<file path="src/rtl/processor_pkg.sv">
// Shared definitions for the instruction-memory boot loader.
//   INSTR_W             : instruction word width written to memory
//   BYTE_W              : width of one stream byte
//   imem_loader_state_t : loader FSM state encoding
package processor_pkg;

    localparam int INSTR_W = 16;
    localparam int BYTE_W  = 8;

    typedef enum logic [2:0] {
        ST_IDLE  = 3'd0,
        ST_COUNT = 3'd1,
        ST_LO    = 3'd2,
        ST_HI    = 3'd3,
        ST_CHECK = 3'd4,
        ST_DONE  = 3'd5,
        ST_ERROR = 3'd6
    } imem_loader_state_t;

endpackage

</file>
<file path="src/rtl/imem_loader_if.sv">
// Byte-stream input and instruction-memory write bus of the boot loader.
//   rx_data/rx_valid/rx_ready : valid/ready byte stream into the loader
//   wr_en/wr_addr/wr_data     : one-cycle write strobe, address and word
// modport master : boot host / memory side
// modport slave  : the loader
interface imem_loader_if #(
    parameter int ADDR_W = 8
) ();
    import processor_pkg::*;

    logic [BYTE_W-1:0]  rx_data;
    logic               rx_valid;
    logic               rx_ready;
    logic               wr_en;
    logic [ADDR_W-1:0]  wr_addr;
    logic [INSTR_W-1:0] wr_data;

    modport master (
        output rx_data,
        output rx_valid,
        input  rx_ready,
        input  wr_en,
        input  wr_addr,
        input  wr_data
    );

    modport slave (
        input  rx_data,
        input  rx_valid,
        output rx_ready,
        output wr_en,
        output wr_addr,
        output wr_data
    );

endinterface

</file>
<file path="src/rtl/loader_checksum.sv">
// XOR accumulator over the frame bytes.
//   clk, reset : clock, async active-low reset
//   clear      : zero the accumulator (takes priority over update)
//   update     : fold data into the accumulator
//   data       : current stream byte
//   match      : accumulator equals data (used on the CHECK byte)
module loader_checksum
    import processor_pkg::*;
(
    input  logic              clk,
    input  logic              reset,
    input  logic              clear,
    input  logic              update,
    input  logic [BYTE_W-1:0] data,
    output logic              match
);

    logic [BYTE_W-1:0] acc;

    always_ff @(posedge clk or negedge reset) begin
        if (!reset) begin
            acc <= '0;
        end else if (clear) begin
            acc <= '0;
        end else if (update) begin
            acc <= acc ^ data;
        end
    end

    assign match = (acc == data);

endmodule

</file>
<file path="src/rtl/imem_loader.sv">
// Boot-time instruction-memory writer. Receives COUNT, COUNT little-endian
// 16-bit words and an XOR CHECK byte, writes the words to consecutive
// addresses from START_ADDR and releases the core only on a clean load.
//   clk, reset : clock, async active-low reset
//   start      : one-cycle pulse, begins a load from IDLE/DONE/ERROR
//   bus        : byte stream in, memory write strobe/address/data out
//   cpu_hold   : holds the processor core in reset while 1
//   load_done  : load finished with matching checksum
//   load_error : checksum mismatch
//
// state    | meaning
// ---------+-------------------------------------------------
// IDLE     | after reset, waiting for start
// COUNT    | waiting for the word-count byte
// LO       | waiting for the low byte of a word
// HI       | waiting for the high byte; accept schedules the write
// CHECK    | waiting for the checksum byte
// DONE     | load good, core released
// ERROR    | checksum bad, core held
module imem_loader
    import processor_pkg::*;
#(
    parameter int              ADDR_W     = 8,
    parameter logic [ADDR_W-1:0] START_ADDR = '0
) (
    input  logic          clk,
    input  logic          reset,
    input  logic          start,
    imem_loader_if.slave  bus,
    output logic          cpu_hold,
    output logic          load_done,
    output logic          load_error
);

    // Counter is wide enough for both a full byte and 2^ADDR_W.
    localparam int CNT_W = ((ADDR_W > BYTE_W) ? ADDR_W : BYTE_W) + 1;
    localparam logic [CNT_W-1:0] CNT_FULL = CNT_W'(1) << ADDR_W;

    imem_loader_state_t state, state_nxt;

    logic              rx_ready;
    logic              accept;
    logic              load_start;
    logic              cs_update;
    logic              cs_match;
    logic              last_word;
    logic [CNT_W-1:0]  word_cnt;
    logic [ADDR_W-1:0] ptr;
    logic [BYTE_W-1:0] lo_byte;

    assign accept       = bus.rx_valid && rx_ready;
    assign last_word    = (word_cnt == CNT_W'(1));
    assign bus.rx_ready = rx_ready;

    always_ff @(posedge clk or negedge reset) begin
        if (!reset) begin
            state <= ST_IDLE;
        end else begin
            state <= state_nxt;
        end
    end

    always_comb begin
        state_nxt  = state;
        rx_ready   = 1'b0;
        load_start = 1'b0;
        cs_update  = 1'b0;
        case (state)
            ST_IDLE, ST_DONE, ST_ERROR: begin
                if (start) begin
                    load_start = 1'b1;
                    state_nxt  = ST_COUNT;
                end
            end
            ST_COUNT: begin
                rx_ready = 1'b1;
                if (accept) begin
                    cs_update = 1'b1;
                    state_nxt = ST_LO;
                end
            end
            ST_LO: begin
                rx_ready = 1'b1;
                if (accept) begin
                    cs_update = 1'b1;
                    state_nxt = ST_HI;
                end
            end
            ST_HI: begin
                rx_ready = 1'b1;
                if (accept) begin
                    cs_update = 1'b1;
                    state_nxt = last_word ? ST_CHECK : ST_LO;
                end
            end
            ST_CHECK: begin
                rx_ready = 1'b1;
                if (accept) begin
                    state_nxt = cs_match ? ST_DONE : ST_ERROR;
                end
            end
            default: state_nxt = ST_IDLE;
        endcase
    end

    // The write register is loaded on the HI accept, so the strobe appears
    // one cycle later while the FSM is already taking the next LO byte.
    always_ff @(posedge clk or negedge reset) begin
        if (!reset) begin
            word_cnt    <= '0;
            ptr         <= START_ADDR;
            lo_byte     <= '0;
            bus.wr_en   <= 1'b0;
            bus.wr_addr <= START_ADDR;
            bus.wr_data <= '0;
            cpu_hold    <= 1'b1;
            load_done   <= 1'b0;
            load_error  <= 1'b0;
        end else begin
            bus.wr_en <= 1'b0;
            if (load_start) begin
                cpu_hold   <= 1'b1;
                load_done  <= 1'b0;
                load_error <= 1'b0;
                ptr        <= START_ADDR;
            end
            if (accept) begin
                case (state)
                    ST_COUNT: begin
                        word_cnt <= (bus.rx_data == '0) ? CNT_FULL
                                                        : CNT_W'(bus.rx_data);
                    end
                    ST_LO: begin
                        lo_byte <= bus.rx_data;
                    end
                    ST_HI: begin
                        bus.wr_en   <= 1'b1;
                        bus.wr_addr <= ptr;
                        bus.wr_data <= {bus.rx_data, lo_byte};
                        ptr         <= ptr + ADDR_W'(1);
                        word_cnt    <= word_cnt - CNT_W'(1);
                    end
                    ST_CHECK: begin
                        if (cs_match) begin
                            load_done <= 1'b1;
                            cpu_hold  <= 1'b0;
                        end else begin
                            load_error <= 1'b1;
                        end
                    end
                    default: ;
                endcase
            end
        end
    end

    loader_checksum u_checksum (
        .clk    (clk),
        .reset  (reset),
        .clear  (load_start),
        .update (cs_update),
        .data   (bus.rx_data),
        .match  (cs_match)
    );

endmodule

</file>
<file path="src/flat_wrapper.sv">
// flat-port wrapper written by rule: the top's interface ports become plain ports
module imem_loader_flat import processor_pkg::*;
#(
    parameter int              ADDR_W     = 8,
    parameter logic [ADDR_W-1:0] START_ADDR = '0
)
  (clk, reset, start, cpu_hold, load_done, load_error, bus_rx_data, bus_rx_valid, bus_rx_ready, bus_wr_en, bus_wr_addr, bus_wr_data);
  imem_loader_if #(.ADDR_W(ADDR_W)) bus_i ();
  input  logic clk;
  input  logic reset;
  input  logic start;
  output logic cpu_hold;
  output logic load_done;
  output logic load_error;
  input wire logic [$bits(bus_i.rx_data)-1:0] bus_rx_data;
  input wire logic [$bits(bus_i.rx_valid)-1:0] bus_rx_valid;
  output wire logic [$bits(bus_i.rx_ready)-1:0] bus_rx_ready;
  output wire logic [$bits(bus_i.wr_en)-1:0] bus_wr_en;
  output wire logic [$bits(bus_i.wr_addr)-1:0] bus_wr_addr;
  output wire logic [$bits(bus_i.wr_data)-1:0] bus_wr_data;
  assign bus_i.rx_data = bus_rx_data;
  assign bus_i.rx_valid = bus_rx_valid;
  assign bus_rx_ready = bus_i.rx_ready;
  assign bus_wr_en = bus_i.wr_en;
  assign bus_wr_addr = bus_i.wr_addr;
  assign bus_wr_data = bus_i.wr_data;
  imem_loader #(.ADDR_W(ADDR_W), .START_ADDR(START_ADDR)) u_core (.clk(clk), .reset(reset), .start(start), .bus(bus_i), .cpu_hold(cpu_hold), .load_done(load_done), .load_error(load_error));
endmodule
</file>
<file path="config.mk">
export PLATFORM = sky130hd
export DESIGN_NAME = imem_loader_flat
export DESIGN_NICKNAME = d
export VERILOG_FILES = /design/src/rtl/processor_pkg.sv /design/src/rtl/imem_loader_if.sv /design/src/rtl/loader_checksum.sv /design/src/rtl/imem_loader.sv /design/src/flat_wrapper.sv
export SDC_FILE = /design/constraint.sdc
export NUM_CORES = 1
export LEC_CHECK = 0
export ABC_AREA = 1
export BUFFER_PORTS_ARGS = -buffer_cell sky130_fd_sc_hd__buf_2
export CAP_MARGIN = 20
export CORE_MARGIN = 5
export CORE_UTILIZATION = 61
export CTS_CLUSTER_DIAMETER = 120
export DETAILED_ROUTE_END_ITERATION = 10
export GPL_TIMING_DRIVEN = 1
export MAX_ROUTING_LAYER = met4
export PLACE_DENSITY_LB_ADDON = 0.05
export SYNTH_ARGS = -nofsm -noshare
export SYNTH_HDL_FRONTEND = slang
export SYNTH_SLANG_ARGS = --single-unit
</file>
<file path="constraint.sdc">
create_clock -name clk -period 2.3 [get_ports clk]
set_clock_uncertainty 0.2 [all_clocks]
set_input_delay 0.115 -clock clk [delete_from_list [all_inputs] [get_ports clk]]
set_output_delay 0.115 -clock clk [all_outputs]
set_load 0.02 [all_outputs]
</file>
-- Word-level counts from Yosys, hierarchy flattened
Cells that the tools add are included.
- register bits: 64
- word-level logic and storage cells: 73
- input bits: 12
- bitwise operators: 1
- multiplexer cells: 34
- equal/unequal tests: 13
- reductions and logical operators: 12
- add/sub/neg operators: 2
- operator list (cell ; count):
    $mux W8 ; 5
    $mux W1 ; 19
    $mux W3 ; 6
    $pmux W9 S2 ; 1
    $pmux W3 S5 ; 1
    $eq A3 B3 Y1 const B ; 3
    $eq A9 B1 Y1 const B ; 1
    $mux W9 ; 1
    $sub A9 B1 Y9 const B ; 1
    $add A8 B1 Y8 const B ; 1
    $eq A8 B8 Y1 ; 1
    $logic_not A8 Y1 ; 1
    $ne A2 B1 Y1 const B ; 4
    $xor A8 B8 Y8 ; 1
    $eq A3 B2 Y1 const B ; 2
    $reduce_and A2 Y1 ; 3
    $reduce_or A3 Y1 ; 2
    $reduce_and A5 Y1 ; 1
    $reduce_bool A2 Y1 ; 2
    $reduce_or A4 Y1 ; 1
    $eq A3 B1 Y1 const B ; 1
    $logic_not A3 Y1 ; 1
    $mux W2 ; 1
    $ne A2 B2 Y1 const B ; 1
    $logic_and A1 B1 Y1 ; 1

-- Longest topological paths before layout
- depth in word-level cells: 8
- gate-level depth with buffers: 10
- gate-level depth less buffers: 10

-- Cells and area by module
Synthesis repeated with hierarchy kept, for this count alone.
- cells, all modules: 399
- area, all modules: 3144.3 sq um
- modules (own cells, without submodules) (module ; cells an instance ; instances ; area each (sq um) ; seq. area each (sq um)):
    imem_loader ; 324 ; 1 ; 2592.5 ; 1402.6
    loader_checksum ; 75 ; 1 ; 551.8 ; 200.2

-- Worst setup path after synthesis
Ideal clock, no wire load.
- path kind: register to register
- from: reg u_core.state[1]
- to: reg u_core.state[2]
- arrival: 1.227 ns
- buffers on the path: 0
- cell stages (with the launch flop): 9
- period minus slack after synthesis: 1.549 ns
- path slack: 0.751 ns
- library setup time: 0.122 ns
- required time: 1.978 ns
- path through: dfrtp_1 > nor2_1 > nand2_1 > nand2_2 > inv_1 > o21ai_1 > inv_1 > nand2_1 > o21ai_1
- word-level cells in the longest chain between the ends: 6
- RTL lines (element ; line ; source):
    start, declared ; imem_loader.sv:39 ; imem_loader_state_t state, state_nxt;
    start signal, assigned ; imem_loader.sv:59 ; state <= state_nxt;
    $eq A3 B1 Y1 (tied with other cells) ; imem_loader.sv:68 ; case (state)
    $reduce_or A4 Y1 (no source line) (*) ; n/a ;
    $mux W1 (*) ; imem_loader.sv:68 ;
    named net bus_rx_ready ; flat_wrapper.sv:17 ; output wire logic [$bits(bus_i.rx_ready)-1:0] bus_rx_ready;
    $logic_and A1 B1 Y1 (*) ; imem_loader.sv:51 ; assign accept = bus.rx_valid && rx_ready;
    $ne A2 B1 Y1 (no source line) ; n/a ;
    $reduce_and A5 Y1 (no source line) (*) ; n/a ;
Mark *: on every way through the listed nets, which the timed path passes. The rest lies on a longest branch.
A chain may end at the register's enable or synchronous reset.

-- Final worst setup path
- from: reg u_core.state[0]
- to: reg u_core.bus.wr_data[14]
- word-level cells in the longest chain between the ends: 5
- RTL lines (element ; line ; source):
    $eq A3 B1 Y1 (tied with other cells) ; imem_loader.sv:68 ;
    $reduce_or A4 Y1 (no source line) ; n/a ;
    $mux W1 ; imem_loader.sv:68 ;
    $logic_and A1 B1 Y1 ; imem_loader.sv:51 ;
    $reduce_and A2 Y1 (no source line) (*) ; n/a ;
    end signal, assigned ; imem_loader.sv:139 ; bus.wr_data <= {bus.rx_data, lo_byte};
    end, declared ; imem_loader_if.sv:33 ; output wr_data
Every way passes the cells marked *; elsewhere a longest branch is shown, timed or not.

==> qor.yml <==
p_clk_frac: 0.244
diodes: 0
drc: 0
grt_pass1_wl_mm: 11.9
clockRootBuffer: "clkbuf_8"
clock-sinks: 64
coreArea_mm2: 0.00482
drt_iter0_markers: 169
clkLatencyLatePin_ps: 350
multi_input_comb_area_mm2: 0.00122
rsz0062_at_grt: "false"
grt_pass1_vias: 2596
synthArstFlopShare: 1.00
yosysTopAreaCell: "dfrtp_1"
gp_congestion: 0.933
post-dp-hpwl_mm: 4.77
arrival_ps: 2040
grt_max_degree: 32
fin_cells: 523
ys_ff_latch: 64
wl_per_cell_um: 13.3
yosys_warnings: 0
final_nets: 466
cts_resized: 0
required_ps: 2310
syn_area_mm2: 0.00307
p_leak_nw: 1.99
finalSetupViolations: 0
fp.dieW_um: 81.0
p_sw_frac: 0.409
ios: 41
yosysSeqAreaShare: 0.522
max_freq_mhz: 493
synth_area_leaders: "dfrtp_1 (51%), nand2_1 (17%), o21ai_0 (5.7%)"
dp.cells: 497
cts_tree: "yes"
n_fill_cell: 360
timing_hold_violations_final: 0
cts_buffer_depth: 2
r2r_slack_ps: 270
status: "finished, final reports clean"
postRouteAntennaNets: 0
yosys_most_used_dff: "dfrtp_1"
layout-drive-gt1-share: 0.160
start_util: 0.638
rows: 25
die_y_um: 81.0
cp-end-kind: "register"
gr-total-overflow: 0
mappedNetlistNets: 413
powerDensity_mw_per_mm2: 1320
yosysTopAreaCellShare: 0.513
critPathMaxFanout: 25
numCtsBuffers: 9
maxCapViolations: 0
vias_per_cell: 5.18
period_share: 0.882
start_kind: "register"
io_buffers: 40
yosysMostFrequentCell: "nand2_1"
synthTopCellsByCount: "nand2_1 (139), dfrtp_1 (63), inv_1 (46), o21ai_0 (35), nand3_1 (24)"
synth_edf_count: 0
synthToLayoutAreaGrowth_pct: 19.2
worst_pin_slew_ps: 703
htree_levels: 3
p_int_w: 0.00286
synth_cell_types: 24
die-area_mm2: 0.00656
power_frac_comb: 0.381
synthCells: 398
vias: 2708
ir_worst_vdd_v: 0.000983
first_pass_iters: 4
fin_crit_ps: 2030
routed_wl_mm: 6.95
power.switching_w: 0.00198
final_max_slew_viol_count: 0
path_clk_slew_ps: 80
maxSlewHeadroom: 0.532
utilization: 0.761
layout.area.seq_mm2: 0.00160
synth.avg_cell_area_um2: 7.72
pwr-share-seq: 0.374
path_class: "reg -> reg"
grtUsageTotal: 0.251
min_path_type: "in -> reg"
antenna_found_initial: 0
finalSetupTns_ps: 0
## placed cells by master, fill, tap and decap left out
cell and instances:
nand4_1 3, clkinv_2 1, inv_1 46, o211ai_1 1, a21oi_2 1, nor2_4 1
nand2_4 1, a21oi_1 12, or2_1 1, dlygate4sd3_1 10, nor2_1 21, o21ai_0 35
o21ai_2 1, o21a_1 1, o21ai_1 17, dfstp_2 1, nand2_2 3, ha_1 3
buf_2 40, bufinv_16 3, clkinvlp_4 1, inv_2 5, clkbuf_8 9, nand2_1 139
nand3_1 24, buf_4 3, nor3_1 7, dfrtp_1 63, clkinv_4 2, nor2_2 1
## through the flow
stage	setup WS [ps]	hold slack [ps]	cell area [um2]	total power, W
after floorplan	751	-381	3070	0.00314
after global placement	380	-10.7	3320	0.00356
after detailed placement	320	-9.49	3320	0.00362
after CTS	261	22.6	3660	0.00484
after global routing	83.9	50.4	3660	0.00524
final	271	32.6	3660	0.00483
## kinds of logic after synthesis
family | share of synthesized area
AO/OA/AOI/OAI | 0.115
adder cells (fa/ha/maj) | 0.0122
buffers and inverters | 0.0818
flip-flops | 0.522
AND/OR/NAND/NOR | 0.270
## path summary, 6_finish.rpt
| check | to | start | cells after the start |
|---|---|---|---|
| worst max-delay path | u_core.bus.wr_data[14] | u_core.state[0] | 8 |
| worst min-delay path | u_core.u_checksum.acc[0] | start | 4 |
| worst max register to register | u_core.bus.wr_data[14] | u_core.state[0] | 8 |
| worst min register to register | u_core.bus.wr_data[6] | u_core.bus.wr_data[6] | 2 |
| max in group asynchronous | u_core.u_checksum.acc[4] | reset | 3 |
| min in group asynchronous | u_core.lo_byte[7] | reset | 2 |
## flip-flops by register name (all words and copies together) (netlist names)
register,flops
u_core.bus.wr_data,16
u_core.word_cnt,9
u_core.bus.wr_addr,8
u_core.lo_byte,8
u_core.ptr,8
u_core.u_checksum.acc,8
u_core.state,3
u_core.bus.wr_en,1
u_core.cpu_hold,1
u_core.load_done,1
u_core.load_error,1
## metal layers
| layer | vias up | track usage | routed length [um] |
|---|---|---|---|
| li1 | 1365 | - | - |
| met1 | 1230 | 0.306 | 3110 |
| met2 | 97 | 0.392 | 3280 |
| met3 | 16 | 0.0787 | 437 |
| met4 | 0 | 0.0946 | 120 |
| met5 | - | - | 0 |
## power by group through the flow
stage | logic (W) | clock network (W) | registers [W]
3_5_place_dp | 0.00180 | 0 | 0.00182
5_1_grt | 0.00213 | 0.00126 | 0.00186
3_3_place_gp | 0.00174 | 0 | 0.00181
4_1_cts | 0.00184 | 0.00120 | 0.00180
6_report | 0.00184 | 0.00118 | 0.00181
2_1_floorplan | 0.00113 | 0 | 0.00201
## cell type report
type	count	area share
clock inverters	7	0.0328
well taps	67	0.0229
clock buffers	9	0.0338
flip-flops and latches	64	0.438
repair buffers	53	0.0881
multi-input cells	272	0.333
inverters	51	0.0523
## critical path, cell delays in order (launching register included)
cell and delay, ps:
dfrtp_1 440, nand2_1 90, inv_2 110, nand2_4 130, inv_2 210, nand2_2 240, buf_4 290, nand2_1 90
o21ai_0 100
## repair_timing
| action | in CTS | in global routing |
|---|---|---|
| setup endpoints to repair | 0 | 0 |
| hold buffers | 10 | 0 |
| endpoints found under the hold margin | 54 | 0 |
| buffers inserted | 0 | 0 |
(Power assumes the default switching activity.)
